$ cat config.mk
export PLATFORM = sky130hd
export DESIGN_NAME = clock24_display
export DESIGN_NICKNAME = d
export VERILOG_FILES = /design/src/rtl/clock24_display.sv
export SDC_FILE = /design/constraint.sdc
export NUM_CORES = 1
export LEC_CHECK = 0
export CAP_MARGIN = 40
export CORE_MARGIN = 2
export CORE_UTILIZATION = 45
export CTS_BUF_LIST = sky130_fd_sc_hd__clkbuf_8
export DETAILED_ROUTE_END_ITERATION = 10
export MAX_ROUTING_LAYER = met4
export PLACE_DENSITY = 0.77
export SLEW_MARGIN = 30
export SYNTH_ARGS = -nofsm -noshare
export SYNTH_HDL_FRONTEND = slang
export SYNTH_SLANG_ARGS = --single-unit
$ cat constraint.sdc
create_clock -name clk -period 4.6 [get_ports clk]
set_clock_uncertainty 0.1 [all_clocks]
set_input_delay 1.38 -clock clk [delete_from_list [all_inputs] [get_ports clk]]
set_output_delay 1.38 -clock clk [all_outputs]
set_load 0.03 [all_outputs]
$ cat src/rtl/clock24_display.sv
// Multiplexed 4-digit common-anode 7-segment driver for a 24-hour clock, with a per-frame digit snapshot.
// Optional leading-zero blanking of the hours-tens digit: define CLOCK24_DISPLAY_LZB_EN.
module clock24_display #(
  parameter int SCAN_DIV = 4
) (
  input  logic       clk,
  input  logic       reset,
  input  logic [3:0] min1,
  input  logic [2:0] min10,
  input  logic [3:0] hour1,
  input  logic [1:0] hour10,
  output logic [3:0] an,
  output logic [6:0] seg,
  output logic       dp,
  output logic       frame
);

  localparam int CW = (SCAN_DIV < 2) ? 1 : $clog2(SCAN_DIV);

  logic [CW-1:0] div_cnt_q, div_cnt_d;
  logic [1:0]    idx_q, idx_d;
  logic [3:0]    s_m1_q, s_m1_d;
  logic [2:0]    s_m10_q, s_m10_d;
  logic [3:0]    s_h1_q, s_h1_d;
  logic [1:0]    s_h10_q, s_h10_d;
  logic [3:0]    an_q, an_d;
  logic [6:0]    seg_q, seg_d;
  logic          dp_q, dp_d;
  logic          frame_q, frame_d;

  logic          wrap_s;
  logic          load_s;
  logic          blank_s;
  logic [3:0]    digit_s;

  // Active-low {g,f,e,d,c,b,a}; anything outside 0..9 shows a dash.
  function automatic logic [6:0] decode(input logic [3:0] v);
    logic [6:0] r;
    case (v)
      4'd0:    r = 7'b1000000;
      4'd1:    r = 7'b1111001;
      4'd2:    r = 7'b0100100;
      4'd3:    r = 7'b0110000;
      4'd4:    r = 7'b0011001;
      4'd5:    r = 7'b0010010;
      4'd6:    r = 7'b0000010;
      4'd7:    r = 7'b1111000;
      4'd8:    r = 7'b0000000;
      4'd9:    r = 7'b0010000;
      default: r = 7'b0111111;
    endcase
    return r;
  endfunction

  // Scan counters, snapshot capture and next pin values from the current slot position.
  always_comb begin
    wrap_s    = (div_cnt_q == CW'(SCAN_DIV - 1));
    load_s    = (div_cnt_q == '0) && (idx_q == 2'd0);
    div_cnt_d = wrap_s ? '0 : div_cnt_q + CW'(1);
    idx_d     = wrap_s ? idx_q + 2'd1 : idx_q;

    s_m1_d  = s_m1_q;
    s_m10_d = s_m10_q;
    s_h1_d  = s_h1_q;
    s_h10_d = s_h10_q;
    if (load_s) begin
      s_m1_d  = min1;
      s_m10_d = min10;
      s_h1_d  = hour1;
      s_h10_d = hour10;
    end
    frame_d = load_s;

    case (idx_q)
      2'd0:    digit_s = s_m1_q;
      2'd1:    digit_s = {1'b0, s_m10_q};
      2'd2:    digit_s = s_h1_q;
      default: digit_s = {2'b00, s_h10_q};
    endcase

    // The first cycle of every slot is dark so the previous digit cannot ghost.
    blank_s = (div_cnt_q == '0);
`ifdef CLOCK24_DISPLAY_LZB_EN
    if ((idx_q == 2'd3) && (s_h10_q == 2'd0)) begin
      blank_s = 1'b1;
    end
`endif

    an_d  = 4'b1111;
    seg_d = 7'b1111111;
    dp_d  = 1'b1;
    if (!blank_s) begin
      an_d  = ~(4'b0001 << idx_q);
      seg_d = decode(digit_s);
      dp_d  = (idx_q != 2'd2);
    end
  end

  // State and registered pins; reset is synchronous and active-low.
  always_ff @(posedge clk) begin
    if (!reset) begin
      div_cnt_q <= '0;
      idx_q     <= 2'd0;
      s_m1_q    <= 4'd0;
      s_m10_q   <= 3'd0;
      s_h1_q    <= 4'd0;
      s_h10_q   <= 2'd0;
      an_q      <= 4'b1111;
      seg_q     <= 7'b1111111;
      dp_q      <= 1'b1;
      frame_q   <= 1'b0;
    end else begin
      div_cnt_q <= div_cnt_d;
      idx_q     <= idx_d;
      s_m1_q    <= s_m1_d;
      s_m10_q   <= s_m10_d;
      s_h1_q    <= s_h1_d;
      s_h10_q   <= s_h10_d;
      an_q      <= an_d;
      seg_q     <= seg_d;
      dp_q      <= dp_d;
      frame_q   <= frame_d;
    end
  end

  assign an    = an_q;
  assign seg   = seg_q;
  assign dp    = dp_q;
  assign frame = frame_q;

endmodule

==> impl_results.rst, run 1 <==
.. list-table::
   :header-rows: 1

   * - Metric
     - Value
   * - Proportion of total power due to net switching
     - between 30% and 40%
   * - Number of antenna repair diodes
     - 0
   * - Peak VDD IR
     - ~0.27 mV
   * - Hpwl dp
     - 1.72 mm
   * - Number of nets with antenna violations after detailed routing
     - 0
   * - Syn avg cell area
     - between 9 and 10 um^2
   * - Met3 track demand over resource
     - roughly 5.5%
   * - Number of buffers inserted by port buffering
     - 27
   * - Gates resized, CTS repair
     - 0
   * - Fraction of power consumed by sequential logic
     - roughly 45%
   * - Part of the cycle the worst path needs
     - between 60% and 70%
   * - Fraction of final layout cells sized beyond drive strength 1
     - approximately 7.2%
   * - Pin count of the biggest net entering global routing
     - 20
   * - Required time of the critical path
     - roughly 4.7 ns
   * - Total Negative Setup Slacks
     - 0 ns
   * - Clock slew seen by the registers of the worst setup and hold paths
     - 0.06 ns
   * - Inserted Clock Buffers
     - 5
   * - Cell with the largest stage delay on the worst path
     - sky130_fd_sc_hd__clkdlybuf4s50_1
   * - Height of the die
     - between 50 and 60 um
   * - Share of total power in the clock network
     - a little under a third
   * - Number of max-cap violations
     - 0
   * - Busiest layer in global routing
     - met2
   * - FF+latch area
     - 581 um^2
   * - Post-route DRC
     - 0
   * - Critical path cell sequence
     - clkdlybuf4s50_1, nor2b_1, a21boi_2, nand3_1
   * - Gpl congestion
     - slightly below 0.8
   * - Crit path launch type
     - primary input
   * - Placed Area
     - approximately 0.0015 mm^2
   * - Vias
     - approximately 1,000
   * - DIE WIDTH
     - ~56 um
   * - Remaining max-slew budget at the tightest pin
     - 59.3%
   * - Sequential share of the synthesized area
     - 46.9%
   * - Net count, final
     - 190
   * - Initial Utilization
     - 46.1%
   * - Count of TritonRoute iterations in the first routing pass
     - 4
   * - Wire length per cell
     - 11.5 um
   * - Arrival time at the worst endpoint
     - just over 3 ns
   * - Buffer depth of the longest clock path
     - 2
   * - Clock tree from TritonCTS
     - done
   * - Row count
     - 19
   * - RSZ-0062 raised after global routing
     - false
   * - Die Area
     - 0.00319 mm^2
   * - Highest cell delay on the worst timing path
     - roughly 0.8 ns
   * - GRT Total Usage
     - 16.1%
   * - Clk Tree Root Cell
     - sky130_fd_sc_hd__clkbuf_8
   * - Highest achievable clock rate
     - ~340 MHz
   * - Number of buffers added to fix hold violations after cts
     - 0
   * - Worst Path Max Fanout
     - 19
   * - Gr ovfl total
     - 0
   * - Number of hold violations in the final report
     - 0
   * - Switching power total
     - 0.193 mW
   * - Synthesized instance count
     - 136
   * - Slew @ Worst Pin
     - between 0.6 and 0.7 ns
   * - Register bit total from synthesis
     - 29
   * - Setup Crit Path Kind
     - in -> reg
   * - Filler Cell Count
     - about 260
   * - Total length of routed wires
     - 2.26 mm
   * - Synth area leaders
     - sky130_fd_sc_hd__dfxtp_1 47%, sky130_fd_sc_hd__nand2_1 11%, sky130_fd_sc_hd__ha_1 10%, sky130_fd_sc_hd__a21boi_0 7.9%, sky130_fd_sc_hd__inv_1 2.1%
   * - Post-Synthesis Cell Area
     - between 0.001 and 0.0015 mm^2
   * - Final hold slack
     - 0.353 ns
   * - Number of post-CTS setup repair buffers
     - 0
   * - Power per unit of standard cell area
     - roughly 400 mW/mm^2
   * - Hold/Removal Path Class
     - reg -> reg
   * - Result of the run
     - completed
   * - Number of antenna violations at the first check in global routing
     - 0
   * - Fraction of power consumed by combinational cells
     - a little under a quarter
   * - Number of warnings printed during yosys synthesis
     - 0
   * - Area of combinational cells with multiple inputs
     - ~610 um^2
   * - Clock latency on the worst-skew pair
     - 0.28 ns
   * - Met1 capacity usage during global routing
     - roughly 17%
   * - Via density per instance
     - 5.09
   * - Area Growth Syn to Fin
     - 30.1%
   * - Setup-violating endpoint count in the final report
     - 0
   * - Top cell type's share of synthesized area
     - a little under half
   * - DR iter-0 viols
     - 17
   * - CTS H-tree lvls
     - 2
   * - Post-Syn Nets
     - ~160
   * - Kind of end point of the critical path
     - flip-flop
   * - Library cells used by synthesis
     - 27
   * - Number of max-slew violations in the final report
     - 0
   * - Min Tclk post-route
     - around 3 ns
   * - First-pass GRT wire length
     - 3.91 mm
   * - GR Layer Usage met2
     - 26.7%
   * - Cell type with the largest total area after synthesis
     - sky130_fd_sc_hd__dfxtp_1
   * - Final non-filler cell area
     - around 0.0016 mm^2
   * - Number of global-route vias before repair
     - between 900 and 1,000
   * - P_leak
     - around 0.66 nW
   * - Cell internal pwr
     - 0.448 mW
   * - Ports placed on the boundary
     - 28
   * - TritonCTS sink count
     - 29
   * - Floorplan Core Area
     - around 0.0027 mm^2
## flip-flops by register name (all words and copies together) (netlist names)
| register | count |
|---|---|
| seg | 7 |
| s_h1_q | 4 |
| s_m1_q | 4 |
| an | 3 |
| s_m10_q | 3 |
| div_cnt_q | 2 |
| idx_q | 2 |
| s_h10_q | 2 |
| dp | 1 |
| frame | 1 |
## per-stage QoR
stage	utilization [%]	total power [mW]	setup slack, ns	instances
6_report	60.0	0.641	1.63	197
5_1_grt	60.0	0.680	1.47	197
4_1_cts	60.0	0.647	1.63	197
3_5_place_dp	56.8	0.450	1.34	189
3_3_place_gp	56.8	0.444	1.41	189
2_1_floorplan	-	0.397	2.37	136
## cells in the final DEF, fill, tap and decap left out
| master | netlist | final |
|---|---|---|
| sky130_fd_sc_hd__dfxtp_1 | 29 | 29 |
| sky130_fd_sc_hd__a21boi_1 | 1 | 1 |
| sky130_fd_sc_hd__a22oi_1 | 2 | 2 |
| sky130_fd_sc_hd__nand3_1 | 4 | 4 |
| sky130_fd_sc_hd__nand2_1 | 36 | 36 |
| sky130_fd_sc_hd__a31o_2 | 1 | 1 |
| sky130_fd_sc_hd__inv_1 | 7 | 7 |
| sky130_fd_sc_hd__a21boi_2 | 1 | 1 |
| sky130_fd_sc_hd__and2_1 | 2 | 2 |
| sky130_fd_sc_hd__a21oi_1 | 2 | 2 |
| sky130_fd_sc_hd__nand2b_1 | 1 | 1 |
| sky130_fd_sc_hd__nor2b_1 | 4 | 4 |
| sky130_fd_sc_hd__and3_1 | 2 | 2 |
| sky130_fd_sc_hd__clkdlybuf4s50_1 | 0 | 27 |
| sky130_fd_sc_hd__nor3b_1 | 2 | 2 |
| sky130_fd_sc_hd__or2_2 | 1 | 1 |
| sky130_fd_sc_hd__clkinvlp_4 | 0 | 1 |
| sky130_fd_sc_hd__ha_1 | 10 | 10 |
| sky130_fd_sc_hd__xor2_1 | 1 | 1 |
| sky130_fd_sc_hd__clkinv_2 | 0 | 2 |
| sky130_fd_sc_hd__a222oi_1 | 2 | 2 |
| sky130_fd_sc_hd__mux2i_1 | 2 | 2 |
| sky130_fd_sc_hd__a21boi_0 | 13 | 13 |
| sky130_fd_sc_hd__nor2_1 | 2 | 2 |
| sky130_fd_sc_hd__and3b_1 | 1 | 1 |
| sky130_fd_sc_hd__clkbuf_8 | 0 | 5 |
| sky130_fd_sc_hd__a211oi_2 | 1 | 1 |
| sky130_fd_sc_hd__o21ai_1 | 3 | 3 |
| sky130_fd_sc_hd__a32oi_1 | 1 | 1 |
## cells in the mapped netlist (all sizes together)
cell,number
a211oi,1
a21boi,15
a21oi,2
a222oi,2
a22oi,2
a31o,1
a32oi,1
and2,2
and3,2
and3b,1
buf,1
clkbuf,4
dfxtp,29
ha,10
inv,7
mux2i,2
nand2,36
nand2b,1
nand3,4
nor2,2
nor2b,4
nor3b,2
o21ai,3
or2,1
xor2,1
## logic make-up after synthesis
| group | count (synthesis) | share of synthesized area [%] |
|---|---|---|
| compound gates | 27 | 16.7 |
| xor+xnor | 1 | 0.707 |
| fa+ha+maj | 10 | 10.1 |
| buf+inv | 12 | 3.94 |
| flops | 29 | 46.9 |
| mux | 2 | 1.62 |
| simple gates | 55 | 20.1 |
## path summary, 6_finish.rpt
path                              to  slack, ns               startpoint  cells past startpoint
max reg2reg        seg[3]$_SDFF_PP1_       2.33    idx_q[0]$_SDFFE_PN0P_                      6
min reg2reg  div_cnt_q[0]$_SDFF_PP0_       0.35  div_cnt_q[0]$_SDFF_PP0_                      1
min          div_cnt_q[0]$_SDFF_PP0_       0.35  div_cnt_q[0]$_SDFF_PP0_                      1
max                seg[3]$_SDFF_PP1_       1.63                    reset                      4
## critical path, delay by kind of cell
family	cells	cell delay [ns]
buffers and inverters	1	0.78
and+or+nand+nor	2	0.56
AOI/OAI and AO/OA	1	0.31
## per-layer routing
layer	share of wire, %	routed length, um
met4	1.9	42
met5	0	0
met1	45	1010
met2	47	1060
met3	6.7	151
## power by group through the flow
stage	sequential (mW)	clock [mW]	combinational [mW]
floorplan	0.318	0	0.0793
global placement	0.296	0	0.148
detailed placement	0.297	0	0.153
CTS	0.292	0.202	0.154
global route	0.294	0.216	0.170
finish	0.291	0.198	0.152
## cell type report
cell class / instances / share of cell area, %
multi-input combinational: 95 / 37.8
sequential: 29 / 36.0
clock buffer: 5 / 4.27
inverter: 7 / 1.63
timing repair buffer: 27 / 16.8
tap: 31 / 2.41
clock inverter: 3 / 1.09
No activity file was read; power rests on OpenSTA's default activity.
==> inputs of run 2 (changes only) <==
--- a/config.mk
+++ b/config.mk
@@ -11,7 +11,7 @@
 export CTS_BUF_LIST = sky130_fd_sc_hd__clkbuf_8
 export DETAILED_ROUTE_END_ITERATION = 10
 export MAX_ROUTING_LAYER = met4
-export PLACE_DENSITY = 0.77
+export PLACE_DENSITY = 0.8
 export SLEW_MARGIN = 30
 export SYNTH_ARGS = -nofsm -noshare
 export SYNTH_HDL_FRONTEND = slang
==> constraint.sdc (replaced) <==
create_clock -name clk -period 2.39 [get_ports clk]
set_clock_uncertainty 0.1 [all_clocks]
set_input_delay 0.717 -clock clk [delete_from_list [all_inputs] [get_ports clk]]
set_output_delay 0.717 -clock clk [all_outputs]
set_load 0.03 [all_outputs]
==> run 2 against run 1 <==
Against the previous run: routed wire length rose by 0.75%; global-route usage rose by 1.8 points; sequential share of layout area fell by 0.66 points; setup slack got worse by 1.4 ns; critical path type is now reg -> reg; largest cell class unchanged.
==> impl_results.rst, run 2 (same netlist as run 1, synthesis figures left out) <==
.. list-table::
   :header-rows: 1

   * - Metric
     - Value
   * - Result of the run
     - completed
   * - Hpwl dp
     - 1.79 mm (+4.0%)
   * - Final non-filler cell area
     - 0.00164 mm^2 (+1.9%)
   * - Vias
     - 994 (-0.80%)
   * - Number of buffers inserted by port buffering
     - 27 (unchanged)
   * - Min Tclk post-route
     - roughly 2.1 ns
   * - Part of the cycle the worst path needs
     - between 80% and 90%
   * - Most common cell after layout, fill and taps aside
     - sky130_fd_sc_hd__nand2_1
   * - Setup-violating endpoint count in the final report
     - 0 (unchanged)
   * - Clock latency on the worst-skew pair
     - 0.28 ns (about the same)
   * - Number of buffers added to fix hold violations after cts
     - 0 (unchanged)
   * - Remaining max-slew budget at the tightest pin
     - 62.6% (+3.3 points)
   * - Hold/Removal Path Class
     - reg -> reg
   * - Kind of end point of the critical path
     - flip-flop
   * - Initial Utilization
     - 46.1% (unchanged)
   * - Number of max-slew violations in the final report
     - 0 (unchanged)
   * - DIE WIDTH
     - 56.5 um (unchanged)
   * - Gates resized, CTS repair
     - 0 (unchanged)
   * - Area Growth Syn to Fin
     - 32.5%
   * - Max FFs per register
     - 7 (unchanged)
   * - Fraction of final layout cells sized beyond drive strength 1
     - 8.33% (+1.1 points)
   * - Floorplan Core Area
     - 0.00269 mm^2 (unchanged)
   * - Buffer depth of the longest clock path
     - 2 (unchanged)
   * - Crit path launch type
     - flip-flop
   * - RSZ-0062 raised after global routing
     - false
   * - Number of post-CTS setup repair buffers
     - 0 (unchanged)
   * - Slew @ Worst Pin
     - 0.559 ns (-0.0514 ns)
   * - CTS H-tree lvls
     - 2 (unchanged)
   * - Via density per instance
     - 4.99 (-1.8%)
   * - Number of antenna repair diodes
     - 0 (unchanged)
   * - Reg-to-Reg End
     - seg[3]$_SDFF_PP1_
   * - Register-to-Register Path Depth
     - 8 (+2)
   * - Clk Tree Root Cell
     - sky130_fd_sc_hd__clkbuf_8
   * - Highest achievable clock rate
     - between 400 and 500 MHz
   * - Die Area
     - 0.00319 mm^2 (unchanged)
   * - Required time of the critical path
     - 2.51 ns (-2.14 ns)
   * - Clock slew seen by the registers of the worst setup and hold paths
     - 0.06 ns (about the same)
   * - Number of hold violations in the final report
     - 0 (unchanged)
   * - Placed Area
     - 0.00154 mm^2 (+0.98%)
   * - Final hold slack
     - 0.363 ns (+0.00940 ns)
   * - TritonCTS sink count
     - 29 (unchanged)
   * - Count of TritonRoute iterations in the first routing pass
     - 4 (unchanged)
   * - Crit path capture
     - seg[3]$_SDFF_PP1_
   * - Arrival time at the worst endpoint
     - 2.23 ns (-0.79 ns)
   * - Height of the die
     - 56.5 um (unchanged)
   * - DR iter-0 viols
     - 33 (+16)
   * - Launching point of the worst reg2reg path
     - idx_q[0]$_SDFFE_PN0P_
   * - Post-route total power
     - 1.29 mW (+100%)
   * - Wire length per cell
     - 11.4 um (-0.26%)
   * - GRT Total Usage
     - 17.9% (+1.8 points)
   * - Number of global-route vias before repair
     - 996 (+2.3%)
   * - Number of antenna violations at the first check in global routing
     - 0 (unchanged)
   * - Number of max-cap violations
     - 0 (unchanged)
   * - Inserted Clock Buffers
     - 5 (unchanged)
   * - Row count
     - 19 (unchanged)
   * - Ports placed on the boundary
     - 28 (unchanged)
   * - Gpl congestion
     - 0.744 (-4.5%)
   * - Total Negative Setup Slacks
     - 0 ns (unchanged)
   * - Setup Crit Path Kind
     - reg -> reg
   * - Net count, final
     - 192 (+1.1%)
   * - Finished Core Util
     - 61.1% (+1.1 points)
   * - Post-route DRC
     - 0 (unchanged)
   * - Number of nets with antenna violations after detailed routing
     - 0 (unchanged)
   * - P_leak
     - 0.682 nW (+3.1%)
   * - Pin count of the biggest net entering global routing
     - 17 (-15%)
   * - Clock tree from TritonCTS
     - done
   * - Setup slack of the worst register-to-register path
     - 0.28 ns (-2.05 ns)
   * - Gr ovfl total
     - 0 (unchanged)
   * - Leading cell types in the layout, fill and taps excluded
     - 36 x sky130_fd_sc_hd__nand2_1, 29 x sky130_fd_sc_hd__dfxtp_1, 27 x sky130_fd_sc_hd__clkdlybuf4s50_1
   * - Worst Path Max Fanout
     - 6 (-13)
   * - Peak VDD IR
     - 0.678 mV (+150%)
   * - Total length of routed wires
     - 2.27 mm (+0.75%)
   * - Start point of the critical path
     - idx_q[0]$_SDFFE_PN0P_
   * - Power per unit of standard cell area
     - 789 mW/mm^2 (+98%)
   * - Hold depth
     - 1 (unchanged)
   * - First-pass GRT wire length
     - 4.22 mm (+7.7%)
## run 2: cell types whose count changed in the layout (fill, tap and decap cells not counted), sizes merged
cell	change
clkinv	-1
buf	+2
clkbuf	+2
clkinvlp	-1
## run 2: worst min path at each step
stage | startpoint | endpoint | slack [ns]
finish | div_cnt_q[0]$_SDFF_PP0_ | div_cnt_q[0]$_SDFF_PP0_ | 0.36
global route | s_h10_q[0]$_SDFFE_PN0P_ | s_h10_q[0]$_SDFFE_PN0P_ | 0.40
CTS | div_cnt_q[0]$_SDFF_PP0_ | div_cnt_q[0]$_SDFF_PP0_ | 0.37
detailed placement | div_cnt_q[0]$_SDFF_PP0_ | div_cnt_q[0]$_SDFF_PP0_ | 0.36
global placement | div_cnt_q[0]$_SDFF_PP0_ | div_cnt_q[0]$_SDFF_PP0_ | 0.34
floorplan | div_cnt_q[0]$_SDFF_PP0_ | div_cnt_q[0]$_SDFF_PP0_ | 0.33
## run 2: area by class of cell
type                       count  area [um^2]
fill                         250         1040
multi-input combinational     95          609
sequential                    29          581
timing repair buffer          29          285
clock buffer                   7         96.3
tap                           31         38.8
inverter                       7         26.3
clock inverter                 1         5.00
## run 2: layer usage
layer	vias to the layer above	share of wire [%]	track usage [%]
li1	516	-	-
met1	453	45	19.2
met2	23	49	29.2
met3	2	4.1	7.60
met4	0	1.2	7.14
met5	-	0	-
## run 2: critical path: stages, from the launching register on
cell and delay [ns]:
sky130_fd_sc_hd__dfxtp_1 0.41, sky130_fd_sc_hd__inv_1 0.09, sky130_fd_sc_hd__ha_1 0.26, sky130_fd_sc_hd__a222oi_1 0.36, sky130_fd_sc_hd__mux2i_1 0.24, sky130_fd_sc_hd__inv_1 0.12, sky130_fd_sc_hd__ha_1 0.24, sky130_fd_sc_hd__nand2b_1 0.14
sky130_fd_sc_hd__nand3_1 0.09
## run 2: stage by stage
| stage | worst slack [ns] | std cells |
|---|---|---|
| floorplan | 0.461 | 136 |
| global placement | 0.329 | 191 |
| detailed placement | 0.276 | 191 |
| CTS | 0.258 | 199 |
| global route | 0.0593 | 199 |
| finish | 0.277 | 199 |
## run 2: report_power, final
group / internal [mW] / switching [mW] / leakage, nW / total [mW]
logic: 0.129 / 0.166 / 0.388 / 0.295
registers: 0.538 / 0.0249 / 0.239 / 0.563
clock network: 0.260 / 0.178 / 0.0542 / 0.437
total: 0.926 / 0.368 / 0.682 / 1.29
==> inputs of run 3 (changes only) <==
--- a/config.mk
+++ b/config.mk
@@ -10,6 +10,7 @@
 export CORE_UTILIZATION = 45
 export CTS_BUF_LIST = sky130_fd_sc_hd__clkbuf_8
 export DETAILED_ROUTE_END_ITERATION = 10
+export GPL_TIMING_DRIVEN = 0
 export MAX_ROUTING_LAYER = met4
 export PLACE_DENSITY = 0.8
 export SLEW_MARGIN = 30
==> run 3 against run 2 <==
Against the previous run: critical path depth stayed put; combinational power is 4% higher; sequential share of layout area is 0.081 points higher; flip-flop and latch count stayed put; setup slack worse by 0.075 ns; utilization is 0.14 points lower; non-clock buffer count is 4 higher; via count is 1.3% higher; clock power is 18% lower; largest power group unchanged; die area stayed put; largest cell class unchanged; final area is 0.23% lower; final cell count is 1.0% higher.
==> impl_results.rst, run 3 (same netlist as run 1, synthesis figures left out) <==
.. list-table::
   :header-rows: 1

   * - Metric
     - Value
   * - Result of the run
     - completed
   * - Kind of end point of the critical path
     - flip-flop
   * - Clk Tree Root Cell
     - sky130_fd_sc_hd__clkbuf_8
   * - Area Growth Syn to Fin
     - 32.2%
   * - Net count, final
     - 196 (+2.1%)
   * - Gr ovfl total
     - 0 (unchanged)
   * - GRT Total Usage
     - 17.7% (-0.23 points)
   * - Total length of routed wires
     - 2.45 mm (+7.8%)
   * - Ports placed on the boundary
     - 28 (unchanged)
   * - Number of antenna violations at the first check in global routing
     - 0 (unchanged)
   * - Hold path startpoint
     - div_cnt_q[0]$_SDFF_PP0_
   * - Reg-to-Reg End
     - seg[3]$_SDFF_PP1_
   * - Post-route DRC
     - 0 (unchanged)
   * - Floorplan Core Area
     - 0.00269 mm^2 (unchanged)
   * - Number of max-cap violations
     - 0 (unchanged)
   * - Leading cell types in the layout, fill and taps excluded
     - 36 x sky130_fd_sc_hd__nand2_1, 29 x sky130_fd_sc_hd__dfxtp_1, 27 x sky130_fd_sc_hd__clkdlybuf4s50_1
   * - Proportion of total power due to net switching
     - 29.6% (+1.2 points)
   * - Inserted Clock Buffers
     - 5 (unchanged)
   * - Gpl congestion
     - 0.748 (+0.58%)
   * - Final worst-path setup slack
     - 0.202 ns (-0.0751 ns)
   * - WP depth
     - 8 (unchanged)
   * - RSZ-0062 raised after global routing
     - false
   * - Launching point of the worst reg2reg path
     - idx_q[0]$_SDFFE_PN0P_
   * - Via density per instance
     - 5.01 (+0.30%)
   * - Cell internal pwr
     - 0.863 mW (-6.8%)
   * - DR iter-0 viols
     - 18 (-45%)
   * - Most common cell after layout, fill and taps aside
     - sky130_fd_sc_hd__nand2_1
   * - Setup-violating endpoint count in the final report
     - 0 (unchanged)
   * - Clock latency on the worst-skew pair
     - 0.28 ns (about the same)
   * - Endpoint of the worst hold-timing path
     - div_cnt_q[0]$_SDFF_PP0_
   * - TritonCTS sink count
     - 29 (unchanged)
   * - Highest achievable clock rate
     - 457 MHz (-3.4%)
   * - Slew @ Worst Pin
     - 0.399 ns (-0.160 ns)
   * - Peak VDD IR
     - 0.544 mV (-20%)
   * - Setup slack of the worst register-to-register path
     - 0.20 ns (-0.08 ns)
   * - Clock tree from TritonCTS
     - done
   * - Worst Path Max Fanout
     - 6 (unchanged)
   * - Placed Area
     - 0.00155 mm^2 (+0.49%)
   * - Arrival time at the worst endpoint
     - 2.30 ns (+0.07 ns)
   * - Critical path cell sequence
     - inv_1, ha_1, a222oi_1, mux2i_2, inv_1, ha_1, nand2b_1, nand3_1
   * - Total Negative Setup Slacks
     - 0 ns (unchanged)
   * - Switching power total
     - 0.363 mW (-1.4%)
   * - Crit-path leading delay family
     - adder cells
   * - Initial Utilization
     - 46.1% (unchanged)
   * - Setup Crit Path Kind
     - reg -> reg
   * - Remaining max-slew budget at the tightest pin
     - 73.4% (+11 points)
   * - Pin count of the biggest net entering global routing
     - 11 (-6)
   * - Fraction of power consumed by sequential logic
     - 45.8% (+2.3 points)
   * - Die Area
     - 0.00319 mm^2 (unchanged)
   * - Height of the die
     - 56.5 um (unchanged)
   * - Wire length per cell
     - 12.2 um (+6.8%)
   * - Fraction of final layout cells sized beyond drive strength 1
     - 8.24% (-0.098 points)
   * - Hpwl dp
     - 1.84 mm (+2.4%)
   * - DIE WIDTH
     - 56.5 um (unchanged)
   * - Final non-filler cell area
     - 0.00164 mm^2 (-0.23%)
   * - Power per unit of standard cell area
     - 749 mW/mm^2 (-5.1%)
   * - Number of nets with antenna violations after detailed routing
     - 0 (unchanged)
   * - Hold/Removal Path Class
     - reg -> reg
   * - First-pass GRT wire length
     - 4.17 mm (-0.97%)
   * - Min Tclk post-route
     - 2.19 ns (+0.0751 ns)
   * - CTS H-tree lvls
     - 2 (unchanged)
   * - P_leak
     - 0.675 nW (-0.93%)
   * - Placement Setup Slack
     - -0.0409 ns (-0.317 ns)
   * - Share of total power in the clock network
     - 29.1% (-4.7 points)
   * - Number of antenna repair diodes
     - 0 (unchanged)
   * - Fraction of power consumed by combinational cells
     - 25.1% (+2.3 points)
   * - Count of TritonRoute iterations in the first routing pass
     - 6 (+2)
   * - Vias
     - 1,007 (+1.3%)
   * - Register-to-Register Path Depth
     - 8 (unchanged)
   * - Buffer depth of the longest clock path
     - 2 (unchanged)
   * - Crit path launch type
     - flip-flop
   * - Part of the cycle the worst path needs
     - 91.6% (+3.1 points)
   * - Hold depth
     - 1 (unchanged)
   * - Number of buffers inserted by port buffering
     - 27 (unchanged)
   * - Max FFs per register
     - 7 (unchanged)
   * - Cell with the largest stage delay on the worst path
     - sky130_fd_sc_hd__dfxtp_1
   * - Number of max-slew violations in the final report
     - 0 (unchanged)
   * - Number of global-route vias before repair
     - 959 (-3.7%)
   * - Number of buffers and inverters on the critical path
     - 2 (unchanged)
   * - Required time of the critical path
     - 2.51 ns (about the same)
   * - Row count
     - 19 (unchanged)
   * - Number of hold violations in the final report
     - 0 (unchanged)
   * - Highest cell delay on the worst timing path
     - 0.42 ns (about the same)
   * - Clock slew seen by the registers of the worst setup and hold paths
     - 0.06 ns (about the same)
-- run 3: worst max-delay path by stage --
stage	from	endpoint	slack [ns]
2_1_floorplan	idx_q[0]$_SDFFE_PN0P_	seg[3]$_SDFF_PP1_	0.46
6_report	idx_q[0]$_SDFFE_PN0P_	seg[3]$_SDFF_PP1_	0.20
3_3_place_gp	reset	seg[0]$_SDFF_PP1_	0.006
3_5_place_dp	reset	seg[2]$_SDFF_PP1_	-0.04
4_1_cts	idx_q[0]$_SDFFE_PN0P_	seg[2]$_SDFF_PP1_	0.15
5_1_grt	idx_q[0]$_SDFFE_PN0P_	seg[3]$_SDFF_PP1_	0.02
-- run 3: stage by stage --
step                utilization [%]  power (mW)  std cells  hold slack (ns)
finish                         61.0        1.23        201            0.351
CTS                            60.4        1.23        200            0.354
floorplan                         -       0.764        136            0.326
global placement               57.6       0.858        194            0.335
detailed placement             57.6       0.874        194            0.346
global route                   61.0        1.30        201            0.379
-- run 3: final cells by class --
| class | count | area (um^2) |
|---|---|---|
| Fill cell | 242 | 1050 |
| Inverter | 7 | 26.3 |
| Sequential cell | 29 | 581 |
| Buffer | 5 | 22.5 |
| Tap cell | 31 | 38.8 |
| Clock inverter | 1 | 5.00 |
| Clock buffer | 5 | 68.8 |
| Multi-Input combinational cell | 95 | 618 |
| Timing Repair Buffer | 28 | 278 |
-- run 3: what timing repair did --
item,4_1_cts,5_1_grt
buffers inserted,0,1
setup endpoints to repair,0,7
gates resized for setup,0,2
hold buffers,0,0
-- run 3: routing by layer --
metal / up-vias / global-route usage (%) / share of wire, %
met4: 0 / 7.14 / 1.6
met3: 6 / 6.91 / 5.6
li1: 520 / - / -
met1: 456 / 18.4 / 41
met5: - / - / 0
met2: 25 / 29.9 / 52
-- run 3: power by group through the flow --
stage / registers, mW / clock network (mW) / logic [mW]
after floorplan: 0.612 / 0 / 0.153
after global placement: 0.569 / 0 / 0.289
after detailed placement: 0.572 / 0 / 0.303
after CTS: 0.562 / 0.365 / 0.304
after global routing: 0.568 / 0.388 / 0.341
final: 0.561 / 0.357 / 0.307
